<file path="src/rtl/seg7_scan_2digit.sv">
// Two-digit multiplexed 7-segment display stage for a wrapping down counter.
// Also flashes wrap_led for a fixed number of clocks when the counter wraps from 0.
module seg7_scan_2digit #(
    parameter int W              = 5,
    parameter int SCAN_DIV       = 4,
    parameter int FLASH_LEN      = 8,
    parameter int BLANK_LZ       = 1,
    parameter int ACTIVE_LOW_SEG = 1
) (
    input  logic         ck,
    input  logic         rs,
    input  logic [W-1:0] a,
    output logic [6:0]   seg,
    output logic [1:0]   dig,
    output logic         wrap_led
);

    localparam int SC_W = (SCAN_DIV > 1) ? $clog2(SCAN_DIV) : 1;
    localparam int FC_W = $clog2(FLASH_LEN + 1);
    localparam logic [6:0] SEG_OFF = (ACTIVE_LOW_SEG != 0) ? 7'h7F : 7'h00;

    typedef enum logic {
        IDLE,
        FLASH
    } state_t;

    logic [W-1:0]    val_q;
    logic            first_q;
    logic [SC_W-1:0] scan_cnt;
    logic            sel;
    logic [FC_W-1:0] flash_cnt;
    state_t          fsm;

    logic [3:0] tens;
    logic [3:0] units;
    logic       wrap_ev;
    logic [6:0] seg_d;
    logic [1:0] dig_d;

    function automatic logic [6:0] seg_lut(input logic [3:0] d);
        logic [6:0] s;
        case (d)
            4'd0:    s = 7'b0111111;
            4'd1:    s = 7'b0000110;
            4'd2:    s = 7'b1011011;
            4'd3:    s = 7'b1001111;
            4'd4:    s = 7'b1100110;
            4'd5:    s = 7'b1101101;
            4'd6:    s = 7'b1111101;
            4'd7:    s = 7'b0000111;
            4'd8:    s = 7'b1111111;
            4'd9:    s = 7'b1101111;
            default: s = 7'b0000000;
        endcase
        return (ACTIVE_LOW_SEG != 0) ? ~s : s;
    endfunction

    // Digit split, wrap detection and next segment/digit drive for the currently selected digit.
    always_comb begin
        tens    = 4'(val_q / W'(10));
        units   = 4'(val_q % W'(10));
        wrap_ev = first_q && (val_q == '0) && (a != '0);
        seg_d   = SEG_OFF;
        dig_d   = 2'b11;
        if (!sel) begin
            dig_d = 2'b10;
            seg_d = seg_lut(units);
        end else if ((BLANK_LZ != 0) && (tens == 4'd0)) begin
            dig_d = 2'b11;
            seg_d = SEG_OFF;
        end else begin
            dig_d = 2'b01;
            seg_d = seg_lut(tens);
        end
    end

    // Sampling on the rising edge lands mid-period for a counter that updates on the falling edge.
    always_ff @(posedge ck or negedge rs) begin
        if (!rs) begin
            val_q    <= '0;
            first_q  <= 1'b0;
            scan_cnt <= '0;
            sel      <= 1'b0;
            seg      <= SEG_OFF;
            dig      <= 2'b11;
        end else begin
            val_q   <= a;
            first_q <= 1'b1;
            seg     <= seg_d;
            dig     <= dig_d;
            if (scan_cnt == SC_W'(SCAN_DIV - 1)) begin
                scan_cnt <= '0;
                sel      <= ~sel;
            end else begin
                scan_cnt <= scan_cnt + 1'b1;
            end
        end
    end

    // A wrap on the expiry edge reloads rather than dropping out, so the LED never glitches low.
    always_ff @(posedge ck or negedge rs) begin
        if (!rs) begin
            fsm       <= IDLE;
            flash_cnt <= '0;
            wrap_led  <= 1'b0;
        end else begin
            case (fsm)
                IDLE: begin
                    if (wrap_ev) begin
                        fsm       <= FLASH;
                        flash_cnt <= FC_W'(FLASH_LEN - 1);
                        wrap_led  <= 1'b1;
                    end
                end
                FLASH: begin
                    if (wrap_ev) begin
                        flash_cnt <= FC_W'(FLASH_LEN - 1);
                        wrap_led  <= 1'b1;
                    end else if (flash_cnt == '0) begin
                        fsm      <= IDLE;
                        wrap_led <= 1'b0;
                    end else begin
                        flash_cnt <= flash_cnt - 1'b1;
                        wrap_led  <= 1'b1;
                    end
                end
                default: begin
                    fsm       <= IDLE;
                    flash_cnt <= '0;
                    wrap_led  <= 1'b0;
                end
            endcase
        end
    end

endmodule
</file>
<file path="config.mk">
export PLATFORM = sky130hd
export DESIGN_NAME = seg7_scan_2digit
export DESIGN_NICKNAME = d
export VERILOG_FILES = /design/src/rtl/seg7_scan_2digit.sv
export SDC_FILE = /design/constraint.sdc
export NUM_CORES = 1
export LEC_CHECK = 0
export BUFFER_PORTS_ARGS = -buffer_cell sky130_fd_sc_hd__clkbuf_2
export CORE_ASPECT_RATIO = 0.6
export CORE_MARGIN = 4
export CORE_UTILIZATION = 50
export DETAILED_ROUTE_END_ITERATION = 10
export GPL_TIMING_DRIVEN = 0
export PLACE_DENSITY = 0.77
export SLEW_MARGIN = 20
export SYNTH_ARGS = -nofsm -noshare
export SYNTH_HDL_FRONTEND = slang
export SYNTH_SLANG_ARGS = --single-unit
export TNS_END_PERCENT = 10
</file>
<file path="constraint.sdc">
create_clock -name ck -period 2.6 [get_ports ck]
set_input_delay 0.52 -clock ck [delete_from_list [all_inputs] [get_ports ck]]
set_output_delay 0.52 -clock ck [all_outputs]
set_load 0.005 [all_outputs]
</file>
After elaboration in Yosys (flattened, before gate mapping) --
Memories as Yosys holds them, arrays and structs flattened. Cells that the tools add are included.
Word-level totals: memory bits (read-only) 224, memories 2, word-level logic and storage cells 47, flip-flop bits (word level) 24
Operators by class: eq/ne operators 3, div/mod/pow operators 2, reduce and logical (&&, ||, !) cells 7, multiplexer cells 18, bitwise logic cells 4, add/sub/neg operators 2
Memory list:
- (name not given) | depth 16, bits a word 7, read ports 1, clocked after memory_dff 0, write ports 0, line 42 | case (d)
- (name not given) | depth 16, bits a word 7, read ports 1, clocked after memory_dff 0, write ports 0, line 42
Operator list (number):
- two-way mux 7 bit | 5
- NOT 7 bit | 2
- two-way mux 4 bit | 3
- logical NOT 4 bit | 2
- case mux 4 bit (2 select lines) | 1
- two-way mux 2 bit | 3
- divider 5 x 4 -> 5 bit, second input constant | 1
- logical NOT 5 bit | 1
- remainder unit 5 x 4 -> 5 bit, second input constant | 1
- nonzero test 5 bit | 1
- two-way mux 1 bit | 4
- case mux 1 bit (2 select lines) | 2
- subtractor 4 x 1 -> 4 bit, second input constant | 1
- != test 3 bit, second input constant | 1
- adder 2 x 1 -> 2 bit, second input constant | 1
- == test 2 bit, second input constant | 1
- logical AND 1 bit | 2
- != test 2 bit, second input constant | 1
- NOT 1 bit | 2
- AND reduction 2 bit | 1

Longest topological paths before layout --
Gate-level depths: netlist (run 1).
depth in word-level cells 7, depth in mapped cells 12, mapped depth without buffers 11

Least setup slack after synthesis (run 1) --
OpenSTA, ideal clock, no wires.
kind register -> register, start point reg val_q[2], end point reg seg[2], clock period less this slack 2.344 ns, arrival time 2.249 ns, cell stages (with the launch flop) 13, library setup time 0.094 ns, path slack 0.256 ns, path through dfrtp_1 buf_2 nor2b_1 a21oi_1 ha_1 nand2b_1 o21ai_2 a31oi_4 xnor2_1 ha_1 and2_1 a221oi_2 a21oi_1
Between the ends: longest elaborated chain between the ends 7
RTL lines:
- start, declared | line 27 | logic [W-1:0] val_q;
- start signal, assigned | line 80 | val_q <= '0;
- start signal, assigned | line 87 | val_q <= a;
- divider 5 x 4 -> 5 bit | line 60 | tens = 4'(val_q / W'(10));
- memory (16 x 7 bit)
- two-way mux 7 bit | line 68 | end else if ((BLANK_LZ != 0) && (tens == 4'd0)) begin
- two-way mux 7 bit | line 65 | if (!sel) begin
- NOT 7 bit | line 55 | return (ACTIVE_LOW_SEG != 0) ? ~s : s;
- two-way mux 7 bit | line 68
- two-way mux 7 bit (*) | line 65
- via seg_d[2] | line 37 | logic [6:0] seg_d;
- end signal, assigned | line 89 | seg <= seg_d;
- end, declared | line 13 | output logic [6:0] seg,
Mark *: on every way through the listed nets, which the timed path passes. The rest lies on a longest branch. The select of a mux whose other input is x is not followed. A chain may end at the register's enable or synchronous reset.

Final worst setup path (run 1) --
Ends and elaborated chain as after synthesis.

==> impl_metrics.csv, run 1 <==
group,metric,value,unit
sta,period_minus_slack,2410,ps
die,io_pins,17,
cells_and_area,syn_to_final_growth,16.9,%
cells_and_area,fin_area,0.00149,mm2
route,num_vias,964,
power,seq_power_share,49.5,%
sta,rsz0062_at_grt,"false",
yosys,ys_warn_count,0,
die,die_area,0.00344,mm2
sta,worst_pin_slew,562,ps
placed_design,pre_cts_ws,-46.7,ps
run,max_cap_violations,0,
worst_setup_path,r2r-start,"val_q[2]",
clocking,clkSinkCount,24,
clocking,numCtsBuffers,3,
worst_setup_path,cp_max_fo,9,
sta,finalWorstSetupSlack,193,ps
worst_setup_path,startpoint_type,"flop",
clocking,clk_path_buf_depth,2,
sta,setup_viol,0,
yosys,ys.flop_type,"dfrtp_1",
die,die-width,73.1,um
power,leakage,0.677,nW
power,p_sw_share,31.6,%
route,drc,0,
route,vias_per_cell,5.74,
worst_setup_path,path_cells,"clkbuf_4 -> nor2b_4 -> a21oi_2 -> ha_2 -> nand2b_1 -> o21ai_2 -> a31oi_4 -> xnor2_2 -> ha_1 -> and2_1 -> a221oi_2 -> a21oi_1",
die,coreArea,0.00229,mm2
placed_design,gp_congestion,0.882,
worst_setup_path,crit_type,"reg2reg",
power,p_clk_share,21.1,%
cells_and_area,n_antenna_cell,0,
power,powerDensity,696,mW/mm2
yosys,syn-mean-instance-area,11.0,um2
worst_setup_path,r2r_setup_slack,190,ps
sta,clock_skew,2.74,ps
cells_and_area,layout-drive-gt1-share,34.1,%
yosys,synth_top_area_share,29.6,%
worst_setup_path,max_stage_delay,340,ps
clocking,clk_pin_slew,80,ps
cells_and_area,nNetsFinal,154,
yosys,synth_cell_types,43,
sta,finalCritPeriodShare,92.6,%
global_route,grt-ovfl-total,0,
sta,drv_slew,0,
placed_design,hpwl,1880,um
worst_setup_path,required,2770,ps
route,wl,2510,um
yosys,synth_common_cells,"15 x dfrtp_1, 9 x dfstp_2, 9 x nand2_1",
yosys,syn_inst,115,
placed_design,port-buffer-count,16,
route,ant_nets,0,
worst_setup_path,endpoint_kind,"flop",
global_route,antenna_found_initial,0,
clocking,clk_latency,260,ps
worst_setup_path,r2r-end,"seg[2]",
yosys,ys_ff_latch,24,
route,first_pass_iters,4,
min_path,min_path_type,"in2async",
cells_and_area,fin_util,64.8,%
sta,hold_violations,0,
global_route,grt_max_degree,25,
power,combPwrFrac,29.5,%
power,p_int,0.707,mW
clocking,htree_levels,1,
global_route,grt_util_all_layers,16.6,%
worst_setup_path,arrival,2580,ps
worst_setup_path,ff2ff_path_depth,12,
die,fp.dieH,47.0,um
clocking,cts_root_buffer,"clkbuf_8",
sta,relSlewSlack,62.3,%
power,p_switching,0.326,mW
sta,max_clock_freq,0.415,GHz
die,floorplan.initialDensity,55.4,%
yosys,syn-num-nets,130,
yosys,yosysTopAreaCell,"dfrtp_1",
power,vdd_drop_max,424,uV
yosys,synth_seq_area_share,48.2,%
route,wl_per_cell,14.9,um
clocking,cts_tree,"done",
yosys,syn_area,0.00127,mm2
route,drt-initial-drc-count,85,
die,num_rows,13,
placed_design,placed_area,0.00139,mm2
worst_setup_path,slowest_stage,"dfrtp_1",
yosys,synthTopCellsByArea,"dfrtp_1 30%, dfstp_2 19%, ha_1 7.9%",
global_route,grt_pass1_vias,927,
yosys,synth_edf_count,0,
global_route,grt_pass1_wl,4220,um
sta,fin_tns_setup,0,ps
yosys,postSynth.asyncResetShare,100,%
run_status,outcome,"finished, final reports clean",
yosys,synth.most_common_cell,"dfrtp_1",
through the flow:
stage	hold slack (ps)	std cells	total power [mW]
after floorplan	224	115	0.709
after global placement	390	161	0.782
after detailed placement	402	161	0.805
after CTS	248	166	1.03
after global routing	272	168	1.10
final	237	168	1.03
power groups by stage:
stage               Clock, mW  Combinational (mW)  Sequential (mW)
floorplan                   0               0.204            0.505
global placement            0               0.273            0.508
detailed placement          0               0.289            0.516
CTS                     0.226               0.297            0.510
global route            0.240               0.345            0.519
finish                  0.218               0.304            0.511
critical path: cells and delay by family, from the launching register on:
kind,cells,cell delay (ps)
buf+inv,1,200
flops,1,340
simple gates,3,520
compound gates,5,670
fa+ha+maj,2,410
xor+xnor,1,180
state kept, by name, indices dropped and copies added, names as in the netlist:
register   flops
first_q        1
sel            1
val_q          5
seg            7
fsm            1
dig            2
scan_cnt       2
wrap_led       1
flash_cnt      4
cell families after synthesis:
kind of cell	Yosys count	synth area share [%]
AO/OA/AOI/OAI	31	21.3
other	1	0.295
XOR/XNOR	4	2.76
buffers and inverters	8	2.56
adder cells (fa/ha/maj)	8	7.88
AND/OR/NAND/NOR	39	17.0
flip-flops	24	48.2
placed cells by master, fill, tap and decap left out, drive strengths merged, types with 2 or more instances in the layout:
cell type / netlist / final
a21oi: 5 / 5
a2bb2oi: 2 / 2
a31oi: 3 / 3
and2: 2 / 2
buf: 2 / 4
clkbuf: 1 / 22
dfrtp: 15 / 15
dfstp: 9 / 9
ha: 8 / 8
inv: 5 / 5
nand2: 9 / 9
nand2b: 5 / 5
nand3: 6 / 6
nand4: 2 / 2
nor2: 5 / 5
nor2b: 3 / 3
nor3: 2 / 2
o211ai: 3 / 3
o21ai: 6 / 6
o21bai: 3 / 3
xnor2: 2 / 2
xor2: 2 / 2
routing by layer:
metal | GRT usage (%) | share of wire [%] | up-vias
met2 | 28.1 | 47 | 29
met4 | 4.41 | 0.48 | 0
li1 | - | - | 458
met3 | 5.34 | 6.5 | 2
met5 | 0 | 0 | -
met1 | 21.2 | 46 | 475
cell type report:
class | instances | area (um2)
flip-flops and latches | 24 | 613
repair buffers | 19 | 103
fillers | 187 | 808
plain buffers | 3 | 16.3
multi-input cells | 83 | 652
inverters | 5 | 18.8
well taps | 30 | 37.5
clock buffers | 4 | 45.0
worst max-delay path by stage:
stage	startpoint	endpoint	slack [ps]	cells after the start
CTS	val_q[2]	seg[2]	60	12
detailed placement	val_q[2]	seg[2]	-50	12
floorplan	val_q[2]	seg[2]	260	12
global route	val_q[2]	seg[2]	20	12
global placement	val_q[4]	seg[1]	70	10
finish	val_q[2]	seg[2]	190	12
what timing repair did:
item | CTS | global route
endpoints found under the hold margin | 0 | 0
setup buffers | 1 | 2
endpoints found under the setup margin | 2 | 6
gates resized for setup | 2 | 6
pin swaps | 1 | 1
hold buffers | 0 | 0
Note: power is estimated with default switching activity, not from simulation.
==> run 2: changes to the inputs <==
--- a/config.mk
+++ b/config.mk
@@ -12,6 +12,7 @@
 export DETAILED_ROUTE_END_ITERATION = 10
 export GPL_TIMING_DRIVEN = 0
 export PLACE_DENSITY = 0.77
+export RECOVER_POWER = 25
 export SLEW_MARGIN = 20
 export SYNTH_ARGS = -nofsm -noshare
 export SYNTH_HDL_FRONTEND = slang
==> impl_metrics.csv, run 2 (synthesis gave the netlist of run 1 again) <==
group,metric,value,unit
cells_and_area,fin_util,64.4,%
placed_design,gp_congestion,0.882,
clocking,ctsHoldBuffers,0,
run_status,outcome,"finished, final reports clean",
die,die_area,0.00344,mm2
global_route,grt_max_degree,25,
power,leakage,0.660,nW
placed_design,pre_cts_ws,-46.7,ps
global_route,grt-ovfl-total,0,
placed_design,hpwl,1880,um
cells_and_area,n_antenna_cell,0,
clocking,htree_levels,1,
worst_setup_path,cp_max_fo,9,
sta,finalWorstSetupSlack,193,ps
placed_design,port-buffer-count,16,
power,vdd_drop_max,424,uV
worst_setup_path,crit_family,"compound AO/OA/AOI/OAI gates",
cells_and_area,layout_common_cells,"14 x dfrtp_1, 10 x clkbuf_2, 9 x nand2_1, 9 x dfstp_2",
die,fp.dieH,47.0,um
clocking,clk_path_buf_depth,2,
worst_setup_path,endpoint_kind,"flop",
clocking,cts_tree,"done",
cells_and_area,largest_reg_flops,7,
route,drt-initial-drc-count,85,
clocking,clk_latency,260,ps
cells_and_area,syn_to_final_growth,16.4,%
sta,clock_skew,2.62,ps
global_route,grt_pass1_vias,927,
worst_setup_path,slowest_stage,"dfrtp_1",
cells_and_area,nNetsFinal,154,
power,powerDensity,698,mW/mm2
global_route,use_met3,5.34,%
cells_and_area,final_common_cell,"dfrtp_1",
global_route,grt_util_all_layers,16.6,%
worst_setup_path,arrival,2580,ps
clocking,cts_root_buffer,"clkbuf_8",
sta,period_minus_slack,2410,ps
worst_setup_path,startpoint_type,"flop",
cells_and_area,largestRegisters,"seg x7, val_q x5, flash_cnt x4",
clocking,clkSinkCount,24,
worst_setup_path,crit_buf_inv,1,
route,ant_nets,0,
worst_setup_path,required,2770,ps
die,floorplan.initialDensity,55.4,%
sta,relSlewSlack,19.3,%
route,wl_per_cell,14.9,um
route,first_pass_iters,4,
sta,hold_violations,0,
cells_and_area,largest-register,"seg",
min_path,min_path_type,"in2reg",
sta,setup_viol,0,
global_route,grt_pass1_wl,4220,um
sta,rsz0062_at_grt,"false",
clocking,numCtsBuffers,3,
sta,max_clock_freq,0.415,GHz
worst_setup_path,path_cells,"clkbuf_4 -> nor2b_4 -> a21oi_2 -> ha_2 -> nand2b_1 -> o21ai_2 -> a31oi_4 -> xnor2_2 -> ha_1 -> and2_1 -> a221oi_2 -> a21oi_1",
die,io_pins,17,
die,num_rows,13,
sta,fin_tns_setup,0,ps
global_route,use_met1,21.2,%
cells_and_area,layout-drive-gt1-share,29.7,%
worst_setup_path,crit_type,"reg2reg",
run,max_cap_violations,0,
route,wl,2510,um
global_route,met2_usage,28.1,%
sta,drv_slew,0,
route,vias_per_cell,5.74,
clocking,clk_pin_slew,80,ps
route,drc,0,
global_route,antenna_found_initial,0,
global_route,grt_busiest_layer,"met2",
die,coreArea,0.00229,mm2
sta,worst_pin_slew,1210,ps
sta,hold_ws,369,ps
die,die-width,73.1,um
worst_setup_path,max_stage_delay,340,ps
sta,finalCritPeriodShare,92.6,%
route,num_vias,965,
-- run 2: cell count changes in the layout (fill, tap and decap cells not counted), sizes merged --
cell	delta
buf	+1
clkbuf	-1
-- run 2: per-stage QoR --
stage / total power [mW] / instances / cell area (um2)
after floorplan: 0.709 / 115 / 1270
after global placement: 0.782 / 161 / 1390
after detailed placement: 0.805 / 161 / 1390
after CTS: 1.03 / 166 / 1450
after global routing: 1.10 / 168 / 1480
final: 1.03 / 168 / 1480
-- run 2: path summary, 6_finish.rpt --
kind,from,end,slack (ps),cells after the start
setup / recovery,val_q[2],seg[2],190,12
hold / removal,a[0],val_q[0],370,1
setup reg to reg,val_q[2],seg[2],190,12
hold reg to reg,sel,dig[0],410,0
max in group asynchronous,rs,val_q[4],1310,1
min in group asynchronous,rs,wrap_led,490,1
-- run 2: layout make-up --
| class | count | area [um2] |
|---|---|---|
| Buffer | 3 | 16.3 |
| Clock buffer | 4 | 45.0 |
| Fill cell | 188 | 816 |
| Inverter | 5 | 18.8 |
| Multi-Input combinational cell | 83 | 652 |
| Sequential cell | 24 | 613 |
| Tap cell | 30 | 37.5 |
| Timing Repair Buffer | 19 | 95.1 |
-- run 2: worst reg2reg max path, cell delays in order (launching register included) --
cell and delay [ps]:
dfrtp_1 340, clkbuf_4 200, nor2b_4 220, a21oi_2 60, ha_2 210, nand2b_1 150
o21ai_2 160, a31oi_4 130, xnor2_2 180, ha_1 200, and2_1 150, a221oi_2 240
a21oi_1 80
-- run 2: power breakdown --
part / internal (mW) / total, mW / leakage, nW / switching [mW]
sequential: 0.459 / 0.511 / 0.274 / 0.0521
clock: 0.109 / 0.218 / 0.0228 / 0.109
combinational: 0.138 / 0.303 / 0.363 / 0.165
-- run 2: per-layer routing --
| metal | vias up | share of wire (%) |
|---|---|---|
| li1 | 458 | - |
| met1 | 476 | 46 |
| met2 | 29 | 47 |
| met3 | 2 | 6.7 |
| met4 | 0 | 0.48 |
| met5 | - | 0 |
-- run 2: what timing repair did --
action                                  CTS  global route
cloned                                    0             0
endpoints found under the setup margin    2             6
pin swaps                                 1             1
hold endpoints to repair                  0             0
resized for setup                         2             6
setup buffers                             1             2
==> run 3: changes to the inputs <==
--- a/config.mk
+++ b/config.mk
@@ -6,14 +6,15 @@
 export NUM_CORES = 1
 export LEC_CHECK = 0
 export BUFFER_PORTS_ARGS = -buffer_cell sky130_fd_sc_hd__clkbuf_2
+export CELL_PAD_IN_SITES_DETAIL_PLACEMENT = 0
+export CELL_PAD_IN_SITES_GLOBAL_PLACEMENT = 1
 export CORE_ASPECT_RATIO = 0.6
 export CORE_MARGIN = 4
-export CORE_UTILIZATION = 50
+export CORE_UTILIZATION = 44
 export DETAILED_ROUTE_END_ITERATION = 10
 export GPL_TIMING_DRIVEN = 0
-export PLACE_DENSITY = 0.77
+export PLACE_DENSITY = 0.83
 export RECOVER_POWER = 25
-export SLEW_MARGIN = 20
 export SYNTH_ARGS = -nofsm -noshare
 export SYNTH_HDL_FRONTEND = slang
 export SYNTH_SLANG_ARGS = --single-unit
==> impl_metrics.csv, run 3 (synthesis gave the netlist of run 1 again) <==
group,metric,value,unit
die,floorplan.initialDensity,48.3,%
min_path,hold_path_end,"val_q[0]",
route,ant_nets,0,
clocking,clk_path_buf_depth,2,
clocking,numCtsBuffers,3,
global_route,grt_pass1_wl,4140,um
route,first_pass_iters,4,
worst_setup_path,cp_max_fo,10,
route,wl_per_cell,14.3,um
worst_setup_path,endpoint_kind,"flop",
cells_and_area,largest_reg_flops,7,
sta,period_minus_slack,2420,ps
sta,finalCritPeriodShare,93.1,%
sta,drv_slew,0,
sta,max_clock_freq,0.413,GHz
route,num_vias,944,
route,wl,2400,um
route,drc,0,
global_route,grt_pass1_vias,860,
min_path,hold_depth,1,
global_route,grt_busiest_layer,"met1",
power,powerDensity,752,mW/mm2
clocking,cts_root_buffer,"clkbuf_8",
sta,rsz0062_at_grt,"false",
cells_and_area,syn_to_final_growth,17.2,%
worst_setup_path,ff2ff_path_depth,11,
sta,worst_pin_slew,1190,ps
sta,fin_tns_setup,0,ps
min_path,min_path_type,"in2reg",
cells_and_area,largestRegisters,"seg x7, val_q x5, flash_cnt x4",
die,die-width,77.4,um
worst_setup_path,arrival,2590,ps
run,max_cap_violations,0,
sta,hold_ws,367,ps
die,die_area,0.00384,mm2
placed_design,pre_cts_ws,13.9,ps
global_route,met2_usage,18.8,%
power,leakage,0.670,nW
run_status,outcome,"finished, final reports clean",
min_path,hp-start,"a[0]",
global_route,antenna_found_initial,0,
worst_setup_path,startpoint_type,"flop",
die,io_pins,17,
route,vias_per_cell,5.62,
global_route,grt_util_all_layers,13.4,%
cells_and_area,largest-register,"seg",
sta,relSlewSlack,20.4,%
worst_setup_path,required,2770,ps
clocking,clkSinkCount,24,
sta,finalWorstSetupSlack,181,ps
placed_design,gp_congestion,0.854,
worst_setup_path,r2r-start,"val_q[3]",
power,vdd_drop_max,420,uV
placed_design,hpwl,1800,um
cells_and_area,fin_cells,168,
clocking,cts_tree,"done",
power,power.total,1.12,mW
die,fp.dieH,49.6,um
worst_setup_path,crit_type,"reg2reg",
clocking,htree_levels,1,
worst_setup_path,r2r-end,"seg[2]",
clocking,clk_pin_slew,80,ps
route,drt-initial-drc-count,83,
placed_design,port-buffer-count,16,
global_route,grt-ovfl-total,0,
cells_and_area,nNetsFinal,152,
global_route,use_met3,4.55,%
clocking,clk_latency,260,ps
cells_and_area,n_antenna_cell,0,
die,num_rows,14,
worst_setup_path,r2r_setup_slack,180,ps
cells_and_area,layout-drive-gt1-share,32.4,%
global_route,grt_max_degree,25,
sta,clock_skew,1.70,ps
cells_and_area,layout_common_cells,"14 x dfrtp_1, 14 x clkbuf_2, 9 x nand2_1, 9 x dfstp_2, 7 x ha_1",
placed_design,dp_cells,163,
sta,setup_viol,0,
die,coreArea,0.00263,mm2
global_route,use_met1,20.5,%
sta,hold_violations,0,
run 3: changes by cell type in the layout (fill, tap and decap cells not counted), sizes merged:
cell	previous run	this run
clkbuf	21	20
buf	5	3
bufinv	0	1
run 3: worst max-delay path, stage by stage (launching register included):
cell,delay [ps]
dfrtp_1,480
buf_2,280
a21oi_2,100
ha_2,210
nand2b_1,150
o21ai_2,160
a31oi_4,140
xnor2_2,180
ha_1,200
and2_1,150
a221oi_2,230
a21oi_1,70
run 3: how the worst max path moves through the flow:
stage / from / to / slack (ps)
CTS: val_q[2] / seg[2] / 50
global placement: val_q[2] / seg[2] / 40
finish: val_q[3] / seg[2] / 180
global route: val_q[3] / seg[2] / 10
floorplan: val_q[2] / seg[2] / 260
detailed placement: val_q[2] / seg[2] / 10
run 3: per-stage QoR:
step	instance area [um2]	utilization, %
global route	1490	56.7
floorplan	1270	-
detailed placement	1390	52.9
CTS	1470	55.8
global placement	1390	52.9
finish	1490	56.7
run 3: layout make-up:
| class | count | area (um2) |
|---|---|---|
| Multi-Input combinational cell | 83 | 647 |
| Clock inverter | 1 | 30.0 |
| Clock buffer | 3 | 41.3 |
| Timing Repair Buffer | 17 | 85.1 |
| Buffer | 3 | 13.8 |
| Sequential cell | 24 | 613 |
| Tap cell | 32 | 40.0 |
| Fill cell | 215 | 1140 |
| Inverter | 5 | 18.8 |
run 3: repair_timing:
| item | 4_1_cts | 5_1_grt |
|---|---|---|
| gates resized for setup | 2 | 4 |
| setup endpoints to repair | 1 | 4 |
| hold buffers | 0 | 0 |
| cloned | 0 | 0 |
| buffers inserted | 0 | 1 |
| pin swaps | 0 | 1 |
run 3: per-layer routing:
layer  vias up  part of all wire, %
met5         -                    0
met4         0                    0
met3         0                  5.1
met2        28                   42
met1       459                   53
li1        457                    -
run 3: power breakdown:
part	internal (mW)	switching, mW	total, mW
clock network	0.206	0.114	0.320
logic	0.135	0.159	0.294
registers	0.459	0.0470	0.506
total	0.799	0.320	1.12
